==> src/rtl/clkdiv_pkg.sv <==
// Shared types, limits and helpers for the clkdiv_bank divider channels.
package clkdiv_pkg;

  localparam int unsigned DW_DEFAULT = 8;
  localparam int unsigned CH_MAX     = 16;

  typedef enum logic [1:0] {
    IDLE,
    RUN,
    DRAIN
  } chan_state_t;

  // Counter threshold at which clk_p goes high: ceil(n/2).
  function automatic int unsigned half_up(input int unsigned n);
    return (n >> 1) + (n & 32'd1);
  endfunction

endpackage

==> src/rtl/clkdiv_chan.sv <==
// One divider channel: IDLE/RUN/DRAIN FSM, period counter, clk_p, bypass select.
// CLKDIV_ODD_DUTY50_EN adds the negedge copy clk_n for 50 % duty on odd ratios.
module clkdiv_chan
  import clkdiv_pkg::*;
#(
  parameter int unsigned DW = DW_DEFAULT
) (
  input  logic          clk,
  input  logic          rst_n,
  input  logic [DW-1:0] divide,
  input  logic          enable,
  input  logic          sync,
  output logic          clkout,
  output logic          active,
  output logic          load_done
);

  chan_state_t   state, state_next;
  logic [DW-1:0] cnt, cnt_next;
  logic [DW-1:0] n_lat, n_next;
  logic [DW-1:0] l_val;
  logic          clk_p, clk_p_next;
  logic          load_next;
  logic          byp, wrap;
  logic          byp_sel;
  logic          hi, quiet;

  assign byp   = (n_lat <= DW'(1));
  assign l_val = DW'(half_up(32'(n_lat)));
  // In bypass every posedge counts as a wrap, so ratio changes land at once.
  assign wrap  = byp || (cnt == n_lat - DW'(1));

  always_comb begin
    state_next = state;
    cnt_next   = cnt;
    n_next     = n_lat;
    load_next  = 1'b0;
    clk_p_next = 1'b0;
    unique case (state)
      IDLE: begin
        cnt_next = '0;
        if (enable) begin
          state_next = RUN;
          n_next     = divide;
          load_next  = 1'b1;
        end
      end
      default: begin
        cnt_next   = wrap ? '0 : cnt + DW'(1);
        clk_p_next = !byp && (cnt >= l_val);
        if (enable) begin
          state_next = RUN;
          if (wrap && (divide != n_lat)) begin
            n_next    = divide;
            load_next = 1'b1;
          end
        end else begin
          state_next = wrap ? IDLE : DRAIN;
        end
        if ((state == RUN) && sync) begin
          cnt_next   = '0;
          clk_p_next = 1'b0;
        end
      end
    endcase
  end

  always_ff @(posedge clk or negedge rst_n) begin
    if (!rst_n) begin
      state     <= IDLE;
      cnt       <= '0;
      n_lat     <= '0;
      clk_p     <= 1'b0;
      load_done <= 1'b0;
    end else begin
      state     <= state_next;
      cnt       <= cnt_next;
      n_lat     <= n_next;
      clk_p     <= clk_p_next;
      load_done <= load_next;
    end
  end

`ifdef CLKDIV_ODD_DUTY50_EN
  logic clk_po, clk_n;

  // Odd-qualified twin of clk_p, using the ratio in force when clk_p was set,
  // so an even->odd change cannot stretch the last old-ratio pulse.
  always_ff @(posedge clk or negedge rst_n) begin
    if (!rst_n) clk_po <= 1'b0;
    else        clk_po <= clk_p_next & n_lat[0];
  end

  always_ff @(negedge clk or negedge rst_n) begin
    if (!rst_n) clk_n <= 1'b0;
    else        clk_n <= clk_po;
  end

  assign hi    = clk_p | clk_n;
  assign quiet = !clk_p && !clk_n;
`else
  assign hi    = clk_p;
  assign quiet = !clk_p;
`endif

  // Select only moves on a falling clk edge while the divided path is low.
  always_ff @(negedge clk or negedge rst_n) begin
    if (!rst_n)     byp_sel <= 1'b0;
    else if (quiet) byp_sel <= (state != IDLE) && byp;
  end

  assign clkout = byp_sel ? clk : hi;
  assign active = (state != IDLE);

endmodule

==> src/rtl/clkdiv_bank.sv <==
// CH independent integer clock dividers sharing one source clock and sync pulse.
// Optional build macro: CLKDIV_ODD_DUTY50_EN (50 % duty on odd ratios).
module clkdiv_bank
  import clkdiv_pkg::*;
#(
  parameter int unsigned CH = 4,
  parameter int unsigned DW = DW_DEFAULT
) (
  input  logic             clk,
  input  logic             rst_n,
  input  logic [CH*DW-1:0] divide_in,
  input  logic [CH-1:0]    enable,
  input  logic             sync,
  output logic [CH-1:0]    clkout,
  output logic [CH-1:0]    active,
  output logic [CH-1:0]    load_done
);

  for (genvar c = 0; c < CH; c++) begin : g_chan
    clkdiv_chan #(
      .DW(DW)
    ) u_chan (
      .clk       (clk),
      .rst_n     (rst_n),
      .divide    (divide_in[c*DW +: DW]),
      .enable    (enable[c]),
      .sync      (sync),
      .clkout    (clkout[c]),
      .active    (active[c]),
      .load_done (load_done[c])
    );
  end

endmodule

==> config.mk <==
export PLATFORM = sky130hd
export DESIGN_NAME = clkdiv_bank
export DESIGN_NICKNAME = d
export VERILOG_FILES = /design/src/rtl/clkdiv_pkg.sv /design/src/rtl/clkdiv_chan.sv /design/src/rtl/clkdiv_bank.sv
export SDC_FILE = /design/constraint.sdc
export NUM_CORES = 1
export LEC_CHECK = 0
export CAP_MARGIN = 20
export CORE_UTILIZATION = 60
export DETAILED_ROUTE_END_ITERATION = 8
export HOLD_SLACK_MARGIN = 0.08
export PLACE_DENSITY = 0.86
export SETUP_SLACK_MARGIN = 0.4
export SYNTH_ARGS = -nofsm -noshare
export SYNTH_HDL_FRONTEND = slang
export SYNTH_SLANG_ARGS = --single-unit
==> constraint.sdc <==
create_clock -name clk -period 4.7 [get_ports clk]
set_clock_uncertainty 0.1 [all_clocks]
set_input_delay 0.47 -clock clk [delete_from_list [all_inputs] [get_ports clk]]
set_output_delay 0.47 -clock clk [all_outputs]
set_load 0.02 [all_outputs]
==> results of run 1 <==
## cell usage after synthesis (5+ instances only)
library cell | count | area (µm²)
mux2_2 | 13 | 146
nor3_1 | 15 | 75.1
a211o_1 | 6 | 52.6
nand2_1 | 38 | 143
clkbuf_1 | 34 | 128
a21o_1 | 13 | 97.6
nor2_1 | 61 | 229
nand4_1 | 11 | 68.8
nor2b_1 | 5 | 31.3
and3_1 | 23 | 144
o21ai_0 | 19 | 95.1
a31o_2 | 8 | 70.1
or3_1 | 5 | 31.3
xor2_1 | 55 | 482
ha_1 | 52 | 651
buf_4 | 12 | 90.1
inv_1 | 27 | 101
dfrtp_1 | 80 | 2000
nor4_1 | 11 | 68.8
o21a_1 | 5 | 37.5
a21oi_1 | 19 | 95.1
buf_2 | 5 | 25.0
mux2_4 | 5 | 75.1
xnor2_1 | 61 | 534
nand2b_1 | 6 | 37.5
mux2i_1 | 5 | 50.1
nand3_1 | 41 | 205
a31oi_1 | 5 | 31.3
## what timing repair did
item                                    in CTS  in global routing
endpoints found under the setup margin       6                  5
resized for setup                           20                  8
hold buffers                                 1                  0
setup buffers                                2                  2
hold endpoints to repair                    20                  0
## state kept, by name (all words and copies together), names as in the netlist
name	flops
g_chan.u_chan.n_lat	32
g_chan.u_chan.byp_sel	4
g_chan.u_chan.load_done	4
g_chan.u_chan.clk_p	4
g_chan.u_chan.state	8
g_chan.u_chan.cnt	32
## worst max-delay path, cell delays in order (launching register included)
cell,delay (ns)
dfrtn_1,0.42
mux2_2,0.33
buf_2,0.16
## through the flow
step	area [µm²]	util	cells
floorplan	6380	-	698
finish	7150	0.693	860
global placement	6820	0.661	835
global route	7150	0.693	860
CTS	7110	0.688	858
detailed placement	6820	0.661	835
## routing by layer
metal  track usage  vias to the layer above  wire length [µm]
met5             0                        -                 0
met4         0.114                        0               301
met3        0.0599                       32               709
met2         0.447                      144              6950
met1         0.333                     2489              6120
li1              -                     2439                 -
## how the worst max path moves through the flow
stage	startpoint	to	slack, ns	cells after the start
final	g_chan[0].u_chan.byp_sel$_DFFE_NN0N_	clkout[0]	0.42	2
after CTS	g_chan[2].u_chan.byp_sel$_DFFE_NN0N_	clkout[2]	0.35	2
after global routing	g_chan[2].u_chan.byp_sel$_DFFE_NN0N_	clkout[2]	0.38	2
after floorplan	g_chan[0].u_chan.n_lat[5]$_DFFE_PN0P_	g_chan[0].u_chan.byp_sel$_DFFE_NN0N_	0.42	6
after detailed placement	g_chan[3].u_chan.n_lat[3]$_DFFE_PN0P_	g_chan[3].u_chan.byp_sel$_DFFE_NN0N_	0.28	4
after global placement	g_chan[3].u_chan.n_lat[3]$_DFFE_PN0P_	g_chan[3].u_chan.byp_sel$_DFFE_NN0N_	0.40	4
## cells in the final DEF, fill, tap and decap left out, drive strengths merged, types with 5 or more instances in the layout
master         synthesis  final
mux2i                  5      5
a21oi                 19     19
nor2b                  5      5
nand2b                 6      6
nand2                 38     38
a31o                   8      8
clkbuf                34     14
nor2                  61     61
a21o                  13     13
buf                   21     15
or3                    5      5
o21a                   6      6
mux2                  20     20
clkdlybuf4s50          0     45
o21ai                 23     23
and3                  23     23
a31oi                  5      5
dfrtp                 80     80
nand3                 41     41
nor4                  13     13
xnor2                 61     61
nand4                 11     11
nor3                  15     15
inv                   27     30
a211o                  6      6
ha                    52     52
xor2                  55     55
## power by group through the flow
stage / Combinational (mW) / Clock (mW) / Sequential [mW]
final: 0.914 / 0.665 / 1.01
after global routing: 1.02 / 0.708 / 1.03
after CTS: 0.910 / 0.671 / 1.00
after detailed placement: 0.894 / 0.00633 / 1.02
after global placement: 0.854 / 0.00633 / 1.00
after floorplan: 0.809 / 0.00578 / 0.883
## cells by family (layout without fill, tap and decap cells)
family / after synthesis / count (layout) / share of synthesized area
xor+xnor: 116 / 116 / 0.159
mux: 25 / 25 / 0.0461
flops: 84 / 84 / 0.330
simple gates: 240 / 240 / 0.195
compound gates: 98 / 98 / 0.108
fa+ha+maj: 52 / 52 / 0.102
buf+inv: 83 / 109 / 0.0601
## layout make-up
| type | count | area (µm²) | area share |
|---|---|---|---|
| clock buffers | 18 | 231 | 0.0324 |
| repair buffers | 57 | 543 | 0.0759 |
| clock inverters | 6 | 68.8 | 0.00962 |
| multi-input cells | 531 | 3930 | 0.549 |
| inverters | 28 | 110 | 0.0154 |
| well taps | 136 | 170 | 0.0238 |
| flip-flops and latches | 84 | 2100 | 0.294 |
==> results.toml, run 1 <==
[routing]
via_count = 5104
firstDrtPassIters = 5
first_iter_violations = 270
vias_per_cell = 5.93
drc = 0
routedWlPerCell_um = 16.4
wl_um = 14100
drtAntennaViolNets = 0

[critical_path]
critPathRequiredTime_ns = 4.13
r2r-end = "g_chan[3].u_chan.byp_sel$_DFFE_NN0N_"
worstPathMaxFanout = 2
critPathKind = "reg2out"
endpoint_kind = "output pin"
r2r_start = "g_chan[3].u_chan.n_lat[3]$_DFFE_PN0P_"
startpoint_type = "register"
reg2regPathDepth = 4
cp.arrival_ns = 3.71
r2r_slack_ns = 0.52

[grt]
grt_max_degree = 36
grt_overflow = 0
antenna_found_initial = 0
grt_pass1_vias = 5220
grt_pass1_wl_um = 23800
gr-usage-all-layers = 0.268

[logic_synthesis]
ys_types = 59
netlist_area_um2 = 6370
ys_seq_area_frac = 0.330
synth-edff-count = 0
async_flop_share = 1.00
syn_nets = 789
synthCells = 698
synth.avg_cell_area_um2 = 9.13
ys_ff_latch = 84
synthFlopType = "dfrtp_1"
yosysWarnings = 0

[outcome]
status = "completed"

[place]
portBuffers = 50
place_congestion = 0.926
place_ws_ns = 0.280
hpwl_um = 10000

[pwr]
total_leakage_power_nw = 3.22
ir_worst_vdd_mv = 0.171
power_frac_comb = 0.353
power_mw = 2.59
p_per_area_nw_per_um2 = 362
p_sw_uw = 981
p_clk_frac = 0.257
swShare = 0.379
seqPwrFrac = 0.390
p_int_mw = 1.61

[timing]
worst_pin_slew_ns = 0.886
slew_violations = 0
setup_violations = 0
setup-tns-final_ns = 0
hold_viol = 0
slew_headroom = 0.405
setup_slack_ns = 0.421
whs_ns = 0.332
rsz0062_at_grt = "true"

[floorplan]
placementRows = 37
die_x_um = 105
start_util = 0.617
die_area_um2 = 11000
core_area_um2 = 10300
die_y_um = 105
ios = 51

[cells_and_area]
fin_nets = 810
antenna_cells = 0
drive_above_1_share = 0.104
nFillCells = 749
areaGrowthSynthToFinish_pct = 12.2

[cts]
clk_latency_ns = 0.47
clk_pin_slew_ns = 0.10
cts_tree = "done"

[job]
cap_violations = 0

[hold_path]
hold_path_class = "in2async"
No activity file was read; power rests on OpenSTA's default activity.
==> run 2: changes to the inputs <==
- ABC_AREA: unset -> 1
==> run 2 against run 1 <==
Clock-buffer cell count increased by 1. Die area increased by 2.8%. Highest routed layer unchanged. Sequential power increased by 30%. Critical path type unchanged. Largest power group is now combinational logic. Power increased by 60%. Final cell count increased by 20%.
==> results.toml, run 2 <==
[grt]
grt_pass1_wl_um = 23400
grt_max_degree = 32
grt_pass1_vias = 5271
gr-usage-all-layers = 0.259
grt_overflow = 0
antenna_found_initial = 0

[logic_synthesis]
ys_seq_area_frac = 0.320
synth_top_cell_area_share = 0.305
synthMuxAreaShare = 0.00172
synth.avg_cell_area_um2 = 7.61
synth-simple-area-share = 0.318
synth_area_leaders = "dfrtp_1, nand2_1, ha_1"
synth_top_area_cell = "dfrtp_1"
synth-adder-area-share = 0.0992
yosysMostFrequentCell = "nand2_1"
synthXorXnorAreaFrac = 0.118
yosysWarnings = 0
syn_nets = 953
async_flop_share = 1.00
ys_ff_latch = 84
synth-edff-count = 0
ys_types = 47
synth_common_cells = "nand2_1, inv_1, dfrtp_1"
synthCells = 862
netlist_area_um2 = 6560
synth_top_family_by_area = "simple AND/OR/NAND/NOR gates"
synthFlopType = "dfrtp_1"
synth-compound-area-share = 0.0483

[cts]
cts_tree = "done"
clk_pin_slew_ns = 0.06
clk_latency_ns = 0.47

[timing]
whs_ns = 0.344
rsz0062_at_grt = "true"
setup_violations = 0
setup-tns-final_ns = 0
slew_headroom = 0.572
worst_pin_slew_ns = 0.642
setup_slack_ns = 0.414
hold_viol = 0
slew_violations = 0

[critical_path]
critPathKind = "reg2out"
reg2regPathDepth = 7
cp.arrival_ns = 3.72
critPathRequiredTime_ns = 4.13
worstPathMaxFanout = 2
endpoint_kind = "output pin"
startpoint_type = "register"
r2r_slack_ns = 0.70
r2r-end = "g_chan[3].u_chan.byp_sel$_DFFE_NN0N_"
r2r_start = "g_chan[3].u_chan.n_lat[0]$_DFFE_PN0P_"

[hold_path]
hold_path_class = "reg2reg"
hold_path_end = "g_chan[2].u_chan.byp_sel$_DFFE_NN0N_"
hold_depth = 2
holdCritStartpoint = "g_chan[2].u_chan.byp_sel$_DFFE_NN0N_"

[routing]
vias_per_cell = 5.28
drc = 0
first_iter_violations = 239
via_count = 5437
routedWlPerCell_um = 13.4
firstDrtPassIters = 5
wl_um = 13800
drtAntennaViolNets = 0

[floorplan]
placementRows = 37
start_util = 0.627
die_area_um2 = 11400
die_y_um = 107
ios = 51
core_area_um2 = 10500
die_x_um = 107

[place]
place_congestion = 0.861
portBuffers = 50
place_ws_ns = 0.543
hpwl_um = 10300

[cells_and_area]
reg.largest.list = "g_chan.u_chan.cnt (32), g_chan.u_chan.n_lat (32), g_chan.u_chan.state (8)"
fin_nets = 979
drive_above_1_share = 0.0749
areaGrowthSynthToFinish_pct = 10.8
nFillCells = 878
final_cell_mix = "nand2_1, inv_1, dfrtp_1"
post-route-util = 0.694
antenna_cells = 0
layout_commonest_cell = "nand2_1"

[job]
cap_violations = 0

[pwr]
power_frac_comb = 0.496
p_int_mw = 2.19
total_leakage_power_nw = 3.64
p_clk_frac = 0.188
p_sw_mw = 1.94
swShare = 0.470
p_per_area_nw_per_um2 = 569
seqPwrFrac = 0.316
ir_worst_vdd_mv = 0.339

[outcome]
status = "completed"
==> run 2: changes by cell type after synthesis, sizes merged, moves of 9 or more <==
| cell | previous run | this run |
|---|---|---|
| xnor2 | 61 | 30 |
| nor2 | 61 | 76 |
| o21ai | 23 | 14 |
| a21o | 13 | 1 |
| inv | 27 | 94 |
| nand2 | 38 | 225 |
| clkbuf | 34 | 10 |
| and3 | 23 | 4 |
| buf | 21 | 32 |
| nand3 | 41 | 80 |
| mux2 | 20 | 1 |
==> run 2: power by group through the flow <==
| stage | logic [mW] | clock network [mW] | registers [mW] |
|---|---|---|---|
| floorplan | 1.89 | 0.0543 | 1.08 |
| global placement | 1.97 | 0.0605 | 1.29 |
| detailed placement | 2.03 | 0.0605 | 1.31 |
| CTS | 2.05 | 0.797 | 1.30 |
| global route | 2.36 | 0.823 | 1.35 |
| finish | 2.05 | 0.779 | 1.31 |
==> run 2: cell families (layout without fill, tap and decap cells) <==
kind of cell,after synthesis,in the layout
flip-flops,84,84
AO/OA/AOI/OAI,53,53
XOR/XNOR,88,88
AND/OR/NAND/NOR,447,447
adder cells (fa/ha/maj),52,52
buffers and inverters,137,169
multiplexers,1,1
==> run 2: worst max path at each step <==
stage	from	endpoint	slack (ns)	depth (start not counted)
floorplan	g_chan[3].u_chan.n_lat[0]$_DFFE_PN0P_	g_chan[3].u_chan.byp_sel$_DFFE_NN0N_	0.86	7
global placement	g_chan[3].u_chan.byp_sel$_DFFE_NN0N_	clkout[3]	0.54	2
detailed placement	g_chan[3].u_chan.byp_sel$_DFFE_NN0N_	clkout[3]	0.54	2
CTS	g_chan[3].u_chan.byp_sel$_DFFE_NN0N_	clkout[3]	0.24	2
global route	g_chan[3].u_chan.byp_sel$_DFFE_NN0N_	clkout[3]	0.35	2
finish	g_chan[3].u_chan.byp_sel$_DFFE_NN0N_	clkout[3]	0.41	2
==> run 2: area by class of cell <==
type                            instances  area (µm²)  share of cell area
Timing Repair Buffer                   49         483              0.0665
Clock buffer                           19         223              0.0307
Multi-Input combinational cell        641        3830               0.528
Sequential cell                        84        2100               0.289
Clock inverter                          6        95.1              0.0131
Tap cell                              136         170              0.0234
Inverter                               95         359              0.0494
==> run 2: metrics by stage <==
| step | total power, mW | std cells | instance area [µm²] |
|---|---|---|---|
| CTS | 4.15 | 1030 | 7280 |
| global placement | 3.33 | 1008 | 6980 |
| detailed placement | 3.40 | 1008 | 6980 |
| floorplan | 3.03 | 862 | 6560 |
| finish | 4.13 | 1030 | 7260 |
| global route | 4.53 | 1030 | 7260 |
==> run 2: what timing repair did <==
item	CTS	global route
setup endpoints to repair	10	7
gates resized for setup	8	7
hold endpoints to repair	25	0
setup buffers	0	0
hold buffers	1	0
==> run 2: critical path, cell delays in order (launching register included) <==
cell and delay (ns):
dfrtn_1 0.41, mux2_2 0.33, clkbuf_2 0.15
==> run 2: per-layer routing <==
| layer | routed length (µm) | GRT usage |
|---|---|---|
| met5 | 0 | 0 |
| met1 | 6340 | 0.328 |
| met4 | 198 | 0.0616 |
| met3 | 626 | 0.0650 |
| met2 | 6660 | 0.443 |
==> run 3: changes to the inputs <==
- HOLD_SLACK_MARGIN: 0.08 -> 0.15
==> results of run 3 <==
The final DEF is identical to that of run 2; final timing and power are the same.
